## src/rtl/fanout_eager_fork.sv

```systemverilog
// Eager fork: broadcasts each upstream token to a masked set of consumers,
// each accepting independently; upstream is released once all have taken it.
module fanout_eager_fork #(
  parameter int DATA_W   = 17,
  parameter int NUM_DEST = 4,
  parameter int CNT_W    = 16
) (
  input  logic                clk,
  input  logic                rst_n,
  input  logic                clk_en,
  input  logic                flush,
  input  logic [NUM_DEST-1:0] cfg_dest_mask,
  input  logic [DATA_W-1:0]   in_data,
  input  logic                in_valid,
  output logic                in_ready,
  output logic [DATA_W-1:0]   out_data,
  output logic [NUM_DEST-1:0] out_valid,
  input  logic [NUM_DEST-1:0] out_ready,
  output logic                busy,
  output logic [CNT_W-1:0]    tok_cnt
);

  logic                full_q, full_d;
  logic [DATA_W-1:0]   data_q, data_d;
  logic [NUM_DEST-1:0] pending_q, pending_d;
  logic [CNT_W-1:0]    cnt_q, cnt_d;

  logic                last_clear;
  logic                accept;
  logic                zero_mask;
  logic [NUM_DEST-1:0] hs;

  assign out_valid  = {NUM_DEST{full_q}} & pending_q;
  assign hs         = out_valid & out_ready & {NUM_DEST{clk_en}};
  assign last_clear = full_q &
                      ((pending_q & ~(out_ready & pending_q)) == '0);
  // rst_n gate keeps upstream stalled while reset is held
  assign in_ready   = rst_n & clk_en & ~flush & (~full_q | last_clear);
  assign accept     = in_valid & in_ready;
  assign zero_mask  = (cfg_dest_mask == '0);

  assign out_data = data_q;
  assign busy     = full_q;
  assign tok_cnt  = cnt_q;

  always_comb begin
    full_d    = full_q;
    data_d    = data_q;
    pending_d = pending_q;
    cnt_d     = cnt_q;
    if (clk_en) begin
      if (flush) begin
        full_d    = 1'b0;
        pending_d = '0;
        cnt_d     = '0;
      end else begin
        pending_d = pending_q & ~hs;
        if (last_clear) begin
          full_d = 1'b0;
        end
        if (accept) begin
          data_d    = in_data;
          pending_d = cfg_dest_mask;
          full_d    = ~zero_mask;
        end
        cnt_d = cnt_q
              + CNT_W'(last_clear)
              + CNT_W'(accept & zero_mask);
      end
    end
  end

  always_ff @(posedge clk or negedge rst_n) begin
    if (!rst_n) begin
      full_q    <= 1'b0;
      data_q    <= '0;
      pending_q <= '0;
      cnt_q     <= '0;
    end else begin
      full_q    <= full_d;
      data_q    <= data_d;
      pending_q <= pending_d;
      cnt_q     <= cnt_d;
    end
  end

endmodule

```

## config.mk

```make
export PLATFORM = sky130hd
export DESIGN_NAME = fanout_eager_fork
export DESIGN_NICKNAME = d
export VERILOG_FILES = /design/src/rtl/fanout_eager_fork.sv
export SDC_FILE = /design/constraint.sdc
export NUM_CORES = 1
export LEC_CHECK = 0
export BUFFER_PORTS_ARGS = -buffer_cell sky130_fd_sc_hd__buf_2
export CAP_MARGIN = 15
export CORE_MARGIN = 5
export CORE_UTILIZATION = 55
export CTS_BUF_LIST = sky130_fd_sc_hd__clkbuf_8
export DETAILED_ROUTE_END_ITERATION = 8
export GPL_TIMING_DRIVEN = 0
export PLACE_DENSITY = 0.86
export SLEW_MARGIN = 20
export SYNTH_ARGS = -nofsm -noshare
export SYNTH_HDL_FRONTEND = slang
export SYNTH_SLANG_ARGS = --single-unit
```

## constraint.sdc

```tcl
create_clock -name clk -period 4.5 [get_ports clk]
set_input_delay 0.9 -clock clk [delete_from_list [all_inputs] [get_ports clk]]
set_output_delay 0.9 -clock clk [all_outputs]
set_load 0.05 [all_outputs]
```

==> flow_summary.ini <==
[worst_setup_path]
end_kind = flop
worstSetupPathType = input port to flop
cp-start-kind = input port
path_cells = buf_2, nand2_1, nor4b_4, buf_4, nor2b_1, fa_1, ha_1, and3_1, nand4_1, or3_1, a21oi_1
required_ns = 4.71
path_max_fanout = 40
crit_slowest_cell = buf_2
worstPathArrival_ns = 4.00
max_stage_delay_ns = 0.65
worst_r2r_path_depth = 11

[logic_synthesis]
synth_area_mm2 = 0.001863
synth_edf_count = 0
avgSynthCellArea_um2 = 10.65
synthDistinctLibCells = 34
ys_ff_latch = 38
syn_inst = 175
yosysSeqAreaShare_pct = 51.04
ys.warnings.count = 0
synth_flop_cell = dfrtp_1
ys_async_sr_fraction_pct = 100.0
synth.net_count = 207

[cells_and_area]
n_antenna_cell = 0
drive_gt1_share_pct = 31.20
layout_common_cells = buf_2 (67), dfrtp_1 (38), mux2_1 (20)
layout_commonest_cell = buf_2
final_nets = 281
design_area_mm2 = 0.002347
synthToLayoutAreaGrowth_pct = 25.99

[timing]
max_freq_mhz = 264.2
period_needed_ns = 3.786
holdWs_ns = 0.4826
tightest_slew_ns = 0.8556
setup_tns_ns = 0
relSlewSlack_pct = 42.96
setup_viol = 0
finalCritPeriodShare_pct = 84.12
hold_violations = 0
rsz0062_at_grt = no
finalMaxSlewViolations = 0
skew_ns = 0.004901

[pwr]
p_seq_share_pct = 42.8
power_density_mw_per_mm2 = 427.4
p_sw_share_pct = 40.22
ir_drop_v = 0.0003523
intPower_mw = 0.5996
p_switching_mw = 0.4035
pwr-share-clk_pct = 23.2
p_leak_nw = 1.150
p_total_mw = 1.003
p_comb_share_pct = 34.0

[global_routing]
overflow = 0
grt_pass1_vias = 1564
grt_pass1_wl_mm = 6.865
antenna_found_initial = 0
grt_usage_pct = 19.79
grt_max_degree = 41

[route]
vias_per_cell = 5.449
dr.pass1.iters = 4
drt_iter0_markers = 102
ant_nets = 0
drcViolationCount = 0
via_count = 1613
wirelength_mm = 4.160
wl_per_cell_um = 14.05

[clock_tree]
cts_root_buf = clkbuf_8
clock_sinks = 38
htree_levels = 2
cts_tree = yes
cts_setup_buffers = 0
clock_latency_ns = 0.28
cts-hold-fix-buffers = 0
numCtsBuffers = 5
cts.reportedPaths.clkPinSlew_ns = 0.07
cts_buffer_depth = 2
cts-resized-gates = 0

[place]
gp_congestion = 0.7928
hpwlAfterDp_mm = 3.177
port_buffers = 67
place_area_mm2 = 0.002256

[die]
die_w_um = 68.20
dieArea_mm2 = 0.004651
coreArea_mm2 = 0.003311
start_util_pct = 56.27
top_level_ports = 69
die_h_um = 68.20
num_rows = 21

[status]
status = complete, no violations

[run]
max-cap-violations = 0

[worst_hold_path]
hold_depth = 1
hp-class = flop to flop
==> state kept, by name, summed over array words and instances, names as in the netlist <==
name and count:
busy 1, out_data 17, pending_q 4, tok_cnt 16
==> cell usage after synthesis, types with 2 or more instances <==
cell       instances  area share [%]
a21oi_1            8             2.1
a311oi_1           2            0.94
a31oi_1            3             1.0
and2_1             4             1.3
and3_1             3             1.0
and4_1             2            0.94
buf_4              2            0.81
clkbuf_1           5             1.0
dfrtp_1           38              51
inv_1             14             2.8
mux2_1            20              12
nand2_1           10             2.0
nand3_1            9             2.4
nand4_1            4             1.3
nor2_1             6             1.2
nor2b_1            7             2.4
nor3_1             2            0.54
nor4_1             2            0.67
o21ai_0            9             2.4
o22ai_1            6             2.0
o2bb2ai_1          2            0.94
or3_1              4             1.3
or4_1              2            0.81
==> per-layer routing <==
metal  GRT usage (%)  vias to the layer above  part of all wire (%)
li1                -                      772                     -
met1           25.05                      768                    42
met2           30.32                       69                    46
met3           9.524                        4                    11
met4           5.211                        0                  0.63
met5               0                        -                     0
==> final cells by class <==
| type | count | area (µm²) |
|---|---|---|
| clock inverters | 2 | 8.758 |
| repair buffers | 67 | 335.3 |
| flip-flops and latches | 38 | 950.9 |
| fillers | 260 | 963.4 |
| multi-input cells | 115 | 822.0 |
| well taps | 46 | 57.56 |
| clock buffers | 6 | 82.58 |
| inverters | 14 | 52.55 |
| plain buffers | 8 | 37.54 |
==> stage by stage <==
| step | setup WS [ns] | instances | utilization, % |
|---|---|---|---|
| after global routing | 0.2975 | 296 | 70.90 |
| after CTS | 0.6552 | 296 | 70.90 |
| after floorplan | 1.060 | 175 | - |
| after global placement | 0.3612 | 288 | 68.14 |
| after detailed placement | 0.3681 | 288 | 68.14 |
| final | 0.7145 | 296 | 70.90 |
==> worst max-delay path: cells and delay by family <==
family	cells	cell delay, ns
AO/OA/AOI/OAI	1	0.15
buffers and inverters	2	0.90
adder cells (fa/ha/maj)	2	0.46
AND/OR/NAND/NOR	6	1.56
==> final timing paths <==
check / from / to / slack, ns
min in group asynchronous: rst_n / tok_cnt[5] / 0.72
worst max register to register: pending_q[1] / tok_cnt[12] / 1.20
worst min-delay path: out_data[11] / out_data[11] / 0.48
max in group asynchronous: rst_n / pending_q[1] / 3.24
worst min register to register: out_data[11] / out_data[11] / 0.48
worst max-delay path: rst_n / tok_cnt[12] / 0.71
==> power by group through the flow <==
stage / Combinational, mW / Clock (mW) / Sequential [mW]
after floorplan: 0.0719 / 0 / 0.611
after global placement: 0.338 / 0 / 0.432
after detailed placement: 0.343 / 0 / 0.435
after CTS: 0.344 / 0.241 / 0.429
after global routing: 0.363 / 0.253 / 0.437
final: 0.341 / 0.233 / 0.429
==> cell families (layout without fill, tap and decap cells) <==
family                     after synthesis  in the layout  synth area share [%]
and+or+nand+nor                         57             57                 17.66
DFF                                     38             38                 51.04
AOI/OAI and AO/OA                       32             32                 10.54
muxes                                   22             22                 13.23
buffers and inverters                   22             97                 4.835
adders and majority gates                2              2                 1.746
xor gates and xnor gates                 2              2                0.9404
Note: power is estimated with default switching activity, not from simulation.
